[src/rtl/pipe_skid_reg_if.sv]
// rtl/pipe_skid_reg_if.sv - handshake/payload bundle for the skid register stage
interface pipe_skid_reg_if #(
    parameter int DATA_WIDTH = 32
);
    logic                  PSR_Flush;
    logic                  PSR_In_Valid;
    logic [DATA_WIDTH-1:0] PSR_In_Data;
    logic                  PSR_In_Ready;
    logic                  PSR_Out_Valid;
    logic [DATA_WIDTH-1:0] PSR_Out_Data;
    logic                  PSR_Out_Ready;
    logic [1:0]            PSR_Count;

    // Driver side: feeds payloads, kills the pipe, accepts output.
    modport master (
        output PSR_Flush,
        output PSR_In_Valid,
        output PSR_In_Data,
        input  PSR_In_Ready,
        input  PSR_Out_Valid,
        input  PSR_Out_Data,
        output PSR_Out_Ready,
        input  PSR_Count
    );

    // Stage side: the skid register itself.
    modport slave (
        input  PSR_Flush,
        input  PSR_In_Valid,
        input  PSR_In_Data,
        output PSR_In_Ready,
        output PSR_Out_Valid,
        output PSR_Out_Data,
        input  PSR_Out_Ready,
        output PSR_Count
    );
endinterface

[src/rtl/pipe_skid_reg.sv]
// rtl/pipe_skid_reg.sv - two-entry skid register pipeline stage with flush
module pipe_skid_reg #(
    parameter int                    DATA_WIDTH  = 32,
    parameter logic [DATA_WIDTH-1:0] RESET_VALUE = '0
) (
    input  logic                 PSR_Clk,
    input  logic                 PSR_Reset,
    pipe_skid_reg_if.slave       psr
);
    // EMPTY: nothing held; BUSY: main holds the output; FULL: main + skid.
    typedef enum logic [1:0] {
        EMPTY = 2'd0,
        BUSY  = 2'd1,
        FULL  = 2'd2
    } state_t;

    state_t                state_q, state_d;
    logic [DATA_WIDTH-1:0] main_q, main_d;
    logic [DATA_WIDTH-1:0] skid_q, skid_d;
    logic                  in_fire;
    logic                  out_fire;

    // Ready and valid come only from registered state, so downstream ready
    // never reaches upstream ready combinationally.
    assign psr.PSR_In_Ready  = (state_q != FULL);
    assign psr.PSR_Out_Valid = (state_q != EMPTY);
    assign psr.PSR_Out_Data  = main_q;
    assign psr.PSR_Count     = (state_q == FULL) ? 2'd2 :
                               (state_q == BUSY) ? 2'd1 : 2'd0;

    assign in_fire  = psr.PSR_In_Valid  && (state_q != FULL);
    assign out_fire = psr.PSR_Out_Ready && (state_q != EMPTY);

    // Next state and storage updates; flush drops entries but leaves data alone.
    always_comb begin
        state_d = state_q;
        main_d  = main_q;
        skid_d  = skid_q;
        if (psr.PSR_Flush) begin
            state_d = EMPTY;
        end else begin
            case (state_q)
                EMPTY: begin
                    if (in_fire) begin
                        main_d  = psr.PSR_In_Data;
                        state_d = BUSY;
                    end
                end
                BUSY: begin
                    if (in_fire && out_fire) begin
                        main_d = psr.PSR_In_Data;
                    end else if (in_fire) begin
                        skid_d  = psr.PSR_In_Data;
                        state_d = FULL;
                    end else if (out_fire) begin
                        state_d = EMPTY;
                    end
                end
                FULL: begin
                    if (out_fire) begin
                        main_d  = skid_q;
                        state_d = BUSY;
                    end
                end
                default: begin
                    state_d = EMPTY;
                end
            endcase
        end
    end

    // State and payload registers; reset wins over flush and handshakes.
    always_ff @(posedge PSR_Clk) begin
        if (PSR_Reset) begin
            state_q <= EMPTY;
            main_q  <= RESET_VALUE;
            skid_q  <= RESET_VALUE;
        end else begin
            state_q <= state_d;
            main_q  <= main_d;
            skid_q  <= skid_d;
        end
    end
endmodule

[src/flat_wrapper.sv]
// flat-port wrapper written by rule: the top's interface ports become plain ports
module pipe_skid_reg_flat 
#(
    parameter int                    DATA_WIDTH  = 32,
    parameter logic [DATA_WIDTH-1:0] RESET_VALUE = '0
)
  (PSR_Clk, PSR_Reset, psr_PSR_Flush, psr_PSR_In_Valid, psr_PSR_In_Data, psr_PSR_In_Ready, psr_PSR_Out_Valid, psr_PSR_Out_Data, psr_PSR_Out_Ready, psr_PSR_Count);
  pipe_skid_reg_if #(.DATA_WIDTH(DATA_WIDTH)) psr_i ();
  input  logic PSR_Clk;
  input  logic PSR_Reset;
  input wire logic [$bits(psr_i.PSR_Flush)-1:0] psr_PSR_Flush;
  input wire logic [$bits(psr_i.PSR_In_Valid)-1:0] psr_PSR_In_Valid;
  input wire logic [$bits(psr_i.PSR_In_Data)-1:0] psr_PSR_In_Data;
  output wire logic [$bits(psr_i.PSR_In_Ready)-1:0] psr_PSR_In_Ready;
  output wire logic [$bits(psr_i.PSR_Out_Valid)-1:0] psr_PSR_Out_Valid;
  output wire logic [$bits(psr_i.PSR_Out_Data)-1:0] psr_PSR_Out_Data;
  input wire logic [$bits(psr_i.PSR_Out_Ready)-1:0] psr_PSR_Out_Ready;
  output wire logic [$bits(psr_i.PSR_Count)-1:0] psr_PSR_Count;
  assign psr_i.PSR_Flush = psr_PSR_Flush;
  assign psr_i.PSR_In_Valid = psr_PSR_In_Valid;
  assign psr_i.PSR_In_Data = psr_PSR_In_Data;
  assign psr_PSR_In_Ready = psr_i.PSR_In_Ready;
  assign psr_PSR_Out_Valid = psr_i.PSR_Out_Valid;
  assign psr_PSR_Out_Data = psr_i.PSR_Out_Data;
  assign psr_i.PSR_Out_Ready = psr_PSR_Out_Ready;
  assign psr_PSR_Count = psr_i.PSR_Count;
  pipe_skid_reg #(.DATA_WIDTH(DATA_WIDTH), .RESET_VALUE(RESET_VALUE)) u_core (.PSR_Clk(PSR_Clk), .PSR_Reset(PSR_Reset), .psr(psr_i));
endmodule
[config.mk]
export PLATFORM = sky130hd
export DESIGN_NAME = pipe_skid_reg_flat
export DESIGN_NICKNAME = d
export VERILOG_FILES = /design/src/rtl/pipe_skid_reg_if.sv /design/src/rtl/pipe_skid_reg.sv /design/src/flat_wrapper.sv
export SDC_FILE = /design/constraint.sdc
export NUM_CORES = 1
export LEC_CHECK = 0
export ABC_AREA = 1
export BUFFER_PORTS_ARGS = -buffer_cell sky130_fd_sc_hd__buf_4
export CAP_MARGIN = 10
export CORE_ASPECT_RATIO = 0.8
export CORE_UTILIZATION = 46
export CTS_CLUSTER_SIZE = 14
export DETAILED_ROUTE_END_ITERATION = 6
export HOLD_SLACK_MARGIN = 0.05
export PLACE_DENSITY = 0.72
export SYNTH_ARGS = -nofsm -noshare
export SYNTH_HDL_FRONTEND = slang
export SYNTH_SLANG_ARGS = --single-unit
export TNS_END_PERCENT = 20
[constraint.sdc]
create_clock -name PSR_Clk -period 1.35 [get_ports PSR_Clk]
set_clock_uncertainty 0.2 [all_clocks]
set_input_delay 0 -clock PSR_Clk [delete_from_list [all_inputs] [get_ports PSR_Clk]]
set_output_delay 0 -clock PSR_Clk [all_outputs]
set_load 0.02 [all_outputs]
# Word level (Yosys, flattened, before mapping)
# Index checks and enable logic that the tools add are counted.
# op_classes
mux	12
bitwise_logic	2
n_eq_ne	8
reduce_logical	10
# op_table
op	count
$mux W32	3
$pmux W32 S3	1
$mux W2	6
$reduce_and A4 Y1	2
$ne A2 B2 Y1 const B	3
$pmux W2 S3	1
$reduce_and A5 Y1	1
$ne A2 B1 Y1 const B	2
$logic_and A1 B1 Y1	3
$ne A3 B1 Y1 const B	1
$reduce_bool A3 Y1	1
$eq A2 B1 Y1 const B	1
$eq A2 B2 Y1 const B	1
$logic_not A2 Y1	1
$not A1 Y1	2
$reduce_bool A2 Y1	1
$reduce_or A2 Y1	1
$mux W1	1
# totals
out_inout_bits	36
input_bits	37
ff_bits	66
elab_cells	35

# Longest topological paths before layout
# Gate-level depths: netlist of the first run.
# depth
ltp_word	6
depth_mapped	8
depth_no_buf	7

# Worst setup path after synthesis of the first run
# No wires, ideal clock.
# synth_timing
path_type	flip-flop to flip-flop
from	register u_core.state_q[0]
to	register u_core.skid_q[0]
t_required_ns	1.034
n_path_buf	1
arrival_time_ns	1.193
synth_period_minus_slack_ns	1.509
setup_ns	0.116
path_slack_ns	-0.159
stages_incl_launch_ff	7
path_cell_list	dfxtp_1 > inv_1 > nor2_2 > nand3_1 > clkbuf_1 > o21ai_0 > nor2_1
# synth_via
elab_chain_cells	5
word_cells_on_any_way	8
classes_between	eq/ne (2); bitwise (1); reduce/logical (5)
# synth_lines
element	line	rtl
from (decl)	pipe_skid_reg.sv:17	state_t state_q, state_d;
from (signal assigned)	pipe_skid_reg.sv:79	state_q <= state_d;
$ne A2 B2 Y1 or $reduce_bool A2 Y1 (tied branches)	pipe_skid_reg.sv:31, pipe_skid_reg.sv:32	
$logic_and A1 B1 Y1, on equally long branches	pipe_skid_reg.sv:31, pipe_skid_reg.sv:32	
$logic_and A1 B1 Y1	pipe_skid_reg.sv:50	if (in_fire && out_fire) begin
$not A1 Y1 (no line)	n/a	
$reduce_and A4 Y1 (no line) (*)	n/a	
to (signal assigned)	pipe_skid_reg.sv:81	skid_q <= skid_d;
to (decl)	pipe_skid_reg.sv:19	logic [DATA_WIDTH-1:0] skid_q, skid_d;
# Every way passes the cells marked *; elsewhere a longest branch is shown, timed or not.
# A chain may end at the register's enable or synchronous reset.

# Worst setup path in the final report of the first run
# layout_timing
from	register u_core.state_q[1]
to	register u_core.main_q[10] (netlist: u_core.psr.PSR_Out_Data[10])
# layout_via
elab_chain_cells	5
word_cells_on_any_way	14
classes_between	eq/ne (6); mux (1); reduce/logical (7)
# layout_lines
element	line	rtl
$ne A2 B2 Y1 or $reduce_bool A2 Y1 (tied branches)	pipe_skid_reg.sv:31, pipe_skid_reg.sv:32	
$logic_and A1 B1 Y1, on equally long branches	pipe_skid_reg.sv:31, pipe_skid_reg.sv:32	
$logic_and A1 B1 Y1	pipe_skid_reg.sv:50	
$ne A2 B2 Y1 (no line)	n/a	
$reduce_and A5 Y1 (no line)	n/a	
to (signal assigned)	pipe_skid_reg.sv:80	main_q <= main_d;
to (decl)	pipe_skid_reg.sv:18	logic [DATA_WIDTH-1:0] main_q, main_d;
# Several ways; a longest one is shown, not always the timed one.

==> results of run 1 <==
-- layer usage --
metal / GRT usage (%) / wire, um / vias to the layer above
li1: - / - / 1617
met1: 29.7 / 3560 / 1373
met5: 0 / 0 / -
met2: 44.0 / 3660 / 81
met3: 6.63 / 310 / 8
met4: 6.00 / 78 / 0
-- Yosys cell counts --
library cell	number
a21boi_0	1
buf_2	7
buf_4	3
buf_6	3
clkbuf_1	11
clkinv_1	1
dfxtp_1	66
inv_1	39
inv_2	2
nand2_1	161
nand2_2	3
nand3_1	2
nand3_4	1
nor2_1	130
nor2_2	2
nor2_4	1
nor3_1	1
o21ai_0	34
-- sequential cells by signal (all words and copies together), names as in the netlist --
name                     cells
u_core.psr.PSR_Out_Data     32
u_core.skid_q               32
u_core.state_q               2
-- path summary, 6_finish.rpt --
kind | end | cells after the start | from | slack (ns)
max | u_core.psr.PSR_Out_Data[10] | 7 | u_core.state_q[1] | -0.08
min | u_core.state_q[1] | 4 | psr_PSR_In_Valid | -0.06
max reg2reg | u_core.psr.PSR_Out_Data[10] | 7 | u_core.state_q[1] | -0.08
min reg2reg | u_core.skid_q[11] | 2 | u_core.skid_q[11] | 0.28
-- cells by family after synthesis --
| group | after synthesis |
|---|---|
| buffers and inverters | 66 |
| AOI/OAI and AO/OA | 35 |
| DFF | 66 |
| and+or+nand+nor | 301 |
-- per-stage QoR --
stage / util (%) / hold WS, ns / TNS (ns) / instance area (um2) / power [mW]
2_1_floorplan: - / -0.0544 / -0.501 / 3010 / 2.50
3_3_place_gp: 61.2 / 0.0446 / -0.0684 / 3710 / 2.77
3_5_place_dp: 61.2 / 0.0519 / -0.982 / 3710 / 2.78
4_1_cts: 71.4 / -0.258 / -1.41 / 4340 / 4.68
5_1_grt: 71.9 / -0.0194 / -5.74 / 4370 / 4.86
6_report: 71.9 / -0.0602 / -1.17 / 4370 / 4.65
-- cell type report --
type / instances / area, um2 / area share [%]
flip-flops and latches: 66 / 1330 / 30.4
clock buffers: 10 / 138 / 3.15
well taps: 81 / 101 / 2.32
multi-input cells: 336 / 1390 / 31.8
repair buffers: 128 / 1170 / 26.7
clock inverters: 5 / 78.8 / 1.81
inverters: 42 / 165 / 3.78
-- worst register-to-register path: stages, from the launching register on --
cell     delay, ns
dfxtp_4       0.37
inv_1         0.10
nand2_4       0.06
nand2_2       0.08
nand3_4       0.13
buf_12        0.19
nor2_1        0.12
nor2_1        0.07
-- what timing repair did --
action	4_1_cts	5_1_grt
hold buffers	34	1
endpoints found under the hold margin	66	7
setup endpoints to repair	60	69
gates resized for setup	11	9
pin swaps	3	9
cloned	1	0
-- power by group through the flow --
stage          logic (mW)  registers, mW  clock network (mW)
5_1_grt             0.844           2.08                1.94
2_1_floorplan       0.300           2.20                   0
6_report            0.760           2.07                1.82
3_3_place_gp        0.656           2.11                   0
4_1_cts             0.750           2.07                1.86
3_5_place_dp        0.664           2.12                   0
==> flow_metrics.env, run 1 <==
export IMPL_status="finished, violations left"
export IMPL_violations="hold timing, setup timing"
export IMPL_pre_cts_slack_ns=-0.0528
export IMPL_clock_latency_ns=0.33
export IMPL_clk_path_buf_depth=2
export IMPL_globalplace_congestion=0.804
export IMPL_synthAdderAreaFrac_pct=0
export IMPL_critPathArrivalTime_ns=1.45
export IMPL_worstPathMaxFanout=21
export IMPL_synth_compound_area_share_pct=6.01
export IMPL_swShare_pct=25.3
export IMPL_path_buf_inv=2
export IMPL_start_util_pct=48.7
export IMPL_clock_root_buffer="clkbuf_8"
export IMPL_p_int_mw=3.48
export IMPL_cp_data_required_time_ns=1.37
export IMPL_synth_area_um2=2960
export IMPL_cpMaxStageDelayCell="dfxtp_4"
export IMPL_track_usage_pct=24.6
export IMPL_vias_per_cell=4.61
export IMPL_critical_path_cell_chain="inv_1 -> nand2_4 -> nand2_2 -> nand3_4 -> buf_12 -> nor2_1 -> nor2_1"
export IMPL_antenna_left=0
export IMPL_fin_crit_ns=1.43
export IMPL_crit_path_end_kind="flop"
export IMPL_final_max_slew_viol_count=0
export IMPL_synth_top_area_share_pct=44.7
export IMPL_grt_antenna_before_repair=0
export IMPL_synth_top_family_by_area="simple AND/OR/NAND/NOR gates"
export IMPL_drive_gt1_share_pct=21.8
export IMPL_grt_overflow_total=0
export IMPL_cap_violations=0
export IMPL_cts_sinks=66
export IMPL_yosys_warnings=0
export IMPL_min_period_over_period_pct=106
export IMPL_fmax_mhz=698
export IMPL_yosys_top_cells_area="dfxtp_1 45%, nand2_1 20%, nor2_1 17%, o21ai_0 5.8%, inv_1 5.0%"
export IMPL_leakagePower_nw=2.22
export IMPL_critical_path_class="flop to flop"
export IMPL_clk_pin_slew_worst_paths_ns=0.07
export IMPL_io_pins=73
export IMPL_max_vdd_ir_drop_v=0.000665
export IMPL_htree_levels=3
export IMPL_die_area_um2=6750
export IMPL_crit_family="simple AND/OR/NAND/NOR gates"
export IMPL_synth_xor_area_share_pct=0
export IMPL_wl_per_cell_um=11.4
export IMPL_seq_area_frac_synth_pct=44.7
export IMPL_cts_inserted_buffers=9
export IMPL_areaGrowthSynthToFinish_pct=47.7
export IMPL_drc=0
export IMPL_synth_cell_types=18
export IMPL_dpl_hpwl_mm=4.73
export IMPL_hp_class="input pin to flop"
export IMPL_io_buffer_count=72
export IMPL_layout_commonest_cell="nand2_1"
export IMPL_die_h_um=73.7
export IMPL_sequentialPowerShare_pct=44.5
export IMPL_num_antenna_cells=0
export IMPL_worst_pin_slew_ns=0.337
export IMPL_cts_tree="built"
export IMPL_drt_pass1_iterations=4
export IMPL_grt_max_degree=34
export IMPL_hold_slack_ns=-0.0602
export IMPL_yosys_area_share_simple_pct=39.5
export IMPL_grt_pass1_vias=2919
export IMPL_rows=25
export IMPL_cts_setup_buffers=0
export IMPL_routed_via_count=3079
export IMPL_combPwrFrac_pct=16.3
export IMPL_path_common_cell="nor2_1"
export IMPL_grt_pass1_wl_mm=12.9
export IMPL_pwr_density_cell_nw_per_um2=1070
export IMPL_ys_ff_latch=66
export IMPL_postSynthCellCount=468
export IMPL_drt_iter0_drc=139
export IMPL_fin_nets=620
export IMPL_yosysTopAreaCell="dfxtp_1"
export IMPL_die_w_um=91.6
export IMPL_power_switching_mw=1.18
export IMPL_power_frac_clock_pct=39.1
export IMPL_coreArea_um2=6070
export IMPL_hold_viol_final=2
export IMPL_synth_nets=505
export IMPL_place_inst=617
export IMPL_worst_slack_ns=-0.0826
export IMPL_max_stage_delay_ns=0.37
export IMPL_rsz0062_at_grt="true"
export IMPL_slew_headroom_pct=77.6
export IMPL_fill_cells=515
export IMPL_crit_path_start_kind="flop"
export IMPL_final_cell_mix="161 x nand2_1, 129 x nor2_1, 81 x buf_4"
export IMPL_setup_viol=39
export IMPL_muxShareOfSynthArea_pct=0
export IMPL_syn_avg_cell_area_um2=6.32
export IMPL_detail_route_wirelength_mm=7.61
export IMPL_final_cell_count_no_fill=668
Power figures use the tool's default switching activity.
==> run 2, diff against run 1 <==
- PLACE_DENSITY: 0.72 -> 0.77
==> flow_metrics.env, run 2 (synthesis gave the netlist of run 1 again) <==
export IMPL_wl_per_cell_um=11.5
export IMPL_min_period_over_period_pct=106
export IMPL_vias_per_cell=4.59
export IMPL_dpl_hpwl_mm=4.71
export IMPL_io_buffer_count=72
export IMPL_drt_pass1_iterations=4
export IMPL_cp_data_required_time_ns=1.40
export IMPL_sequentialPowerShare_pct=43.7
export IMPL_clk_path_buf_depth=2
export IMPL_globalplace_congestion=0.784
export IMPL_swShare_pct=26.3
export IMPL_combPwrFrac_pct=16.2
export IMPL_clock_latency_ns=0.34
export IMPL_worstPathMaxFanout=34
export IMPL_htree_levels=3
export IMPL_grt_antenna_before_repair=0
export IMPL_die_area_um2=6750
export IMPL_max_vdd_ir_drop_v=0.000592
export IMPL_critical_path_class="flop to flop"
export IMPL_power_switching_mw=1.24
export IMPL_worst_slack_ns=-0.0838
export IMPL_grt_overflow_total=0
export IMPL_clk_pin_slew_worst_paths_ns=0.08
export IMPL_hold_slack_ns=0.242
export IMPL_p_int_mw=3.49
export IMPL_io_pins=73
export IMPL_layout_commonest_cell="nand2_1"
export IMPL_pwr_density_cell_nw_per_um2=1080
export IMPL_power_frac_clock_pct=40.1
export IMPL_cts_inserted_buffers=9
export IMPL_crit_family="simple AND/OR/NAND/NOR gates"
export IMPL_final_max_slew_viol_count=0
export IMPL_antenna_left=0
export IMPL_slew_headroom_pct=78.8
export IMPL_drive_gt1_share_pct=20.8
export IMPL_grt_max_degree=35
export IMPL_worst_pin_slew_ns=0.318
export IMPL_final_cell_mix="161 x nand2_1, 130 x nor2_1, 75 x buf_4"
export IMPL_critPathArrivalTime_ns=1.49
export IMPL_fin_nets=619
export IMPL_coreArea_um2=6070
export IMPL_rows=25
export IMPL_violations="setup timing"
export IMPL_die_w_um=91.6
export IMPL_grt_pass1_wl_mm=12.5
export IMPL_start_util_pct=48.7
export IMPL_areaGrowthSynthToFinish_pct=48.5
export IMPL_track_usage_pct=23.8
export IMPL_status="finished, violations left"
export IMPL_fin_crit_ns=1.43
export IMPL_num_antenna_cells=0
export IMPL_total_power_mw=4.74
export IMPL_hp_class="input pin to flop"
export IMPL_path_buf_inv=3
export IMPL_critical_path_cell_chain="inv_4 -> buf_6 -> nand2_4 -> nand2_4 -> nand3_4 -> buf_12 -> nand2_1 -> nand2_1 -> nor2_1"
export IMPL_rsz0062_at_grt="true"
export IMPL_cts_tree="built"
export IMPL_fmax_mhz=697
export IMPL_crit_path_end_kind="flop"
export IMPL_setup_viol=42
export IMPL_crit_path_start_kind="flop"
export IMPL_cts_sinks=66
export IMPL_drt_iter0_drc=180
export IMPL_clock_root_buffer="clkbuf_8"
export IMPL_grt_pass1_vias=2745
export IMPL_cap_violations=0
export IMPL_routed_via_count=3067
export IMPL_leakagePower_nw=2.22
export IMPL_drc=0
export IMPL_place_inst=615
export IMPL_utilization_pct=72.4
export IMPL_die_h_um=73.7
export IMPL_detail_route_wirelength_mm=7.65
export IMPL_pre_cts_slack_ns=-0.0637
export IMPL_max_stage_delay_ns=0.36
export IMPL_final_cell_count_no_fill=668
export IMPL_hold_viol_final=0
export IMPL_cpMaxStageDelayCell="dfxtp_4"
[run 2: power groups by stage]
stage	registers, mW	logic, mW	clock network [mW]
after floorplan	2.20	0.300	0
after global placement	2.11	0.654	0
after detailed placement	2.12	0.663	0
after CTS	2.07	0.755	1.90
after global routing	2.08	0.843	2.00
final	2.07	0.766	1.90
[run 2: path summary, 6_finish.rpt]
check	start	endpoint	slack, ns	cells after the start
worst max-delay path	u_core.state_q[0]	u_core.psr.PSR_Out_Data[1]	-0.08	9
worst min-delay path	psr_PSR_In_Data[18]	u_core.skid_q[18]	0.24	4
worst max register to register	u_core.state_q[0]	u_core.psr.PSR_Out_Data[1]	-0.08	9
worst min register to register	u_core.skid_q[4]	u_core.skid_q[4]	0.29	2
[run 2: through the flow]
stage | setup TNS, ns | instance area (um2)
after detailed placement | -1.18 | 3740
after CTS | -2.38 | 4360
after global placement | 0 | 3740
after floorplan | -0.501 | 3010
after global routing | -5.75 | 4390
final | -2.12 | 4390
[run 2: final cells by class]
type | instances | area (um2)
clock buffers | 10 | 138
clock inverters | 6 | 88.8
inverters | 42 | 163
well taps | 81 | 101
fillers | 499 | 1680
flip-flops and latches | 66 | 1330
repair buffers | 127 | 1190
multi-input cells | 336 | 1380
[run 2: timing repair]
item | in CTS | in global routing
gates resized for setup | 9 | 10
hold buffers | 36 | 0
endpoints found under the setup margin | 63 | 69
setup buffers | 1 | 0
pin swaps | 1 | 2
hold endpoints to repair | 66 | 0
[run 2: tightest hold or removal path, delay by kind of cell]
kind	cells	cell delay (ns)
buffers and inverters	2	0.63
and+or+nand+nor	1	0.07
AOI/OAI and AO/OA	1	0.06
[run 2: metal layers]
layer / up-vias / share of wire, % / global-route usage, %
met5: - / 0 / 0
met4: 0 / 1.5 / 8.99
met3: 12 / 6.2 / 6.21
met2: 101 / 49 / 40.5
met1: 1339 / 44 / 29.1
li1: 1615 / - / -
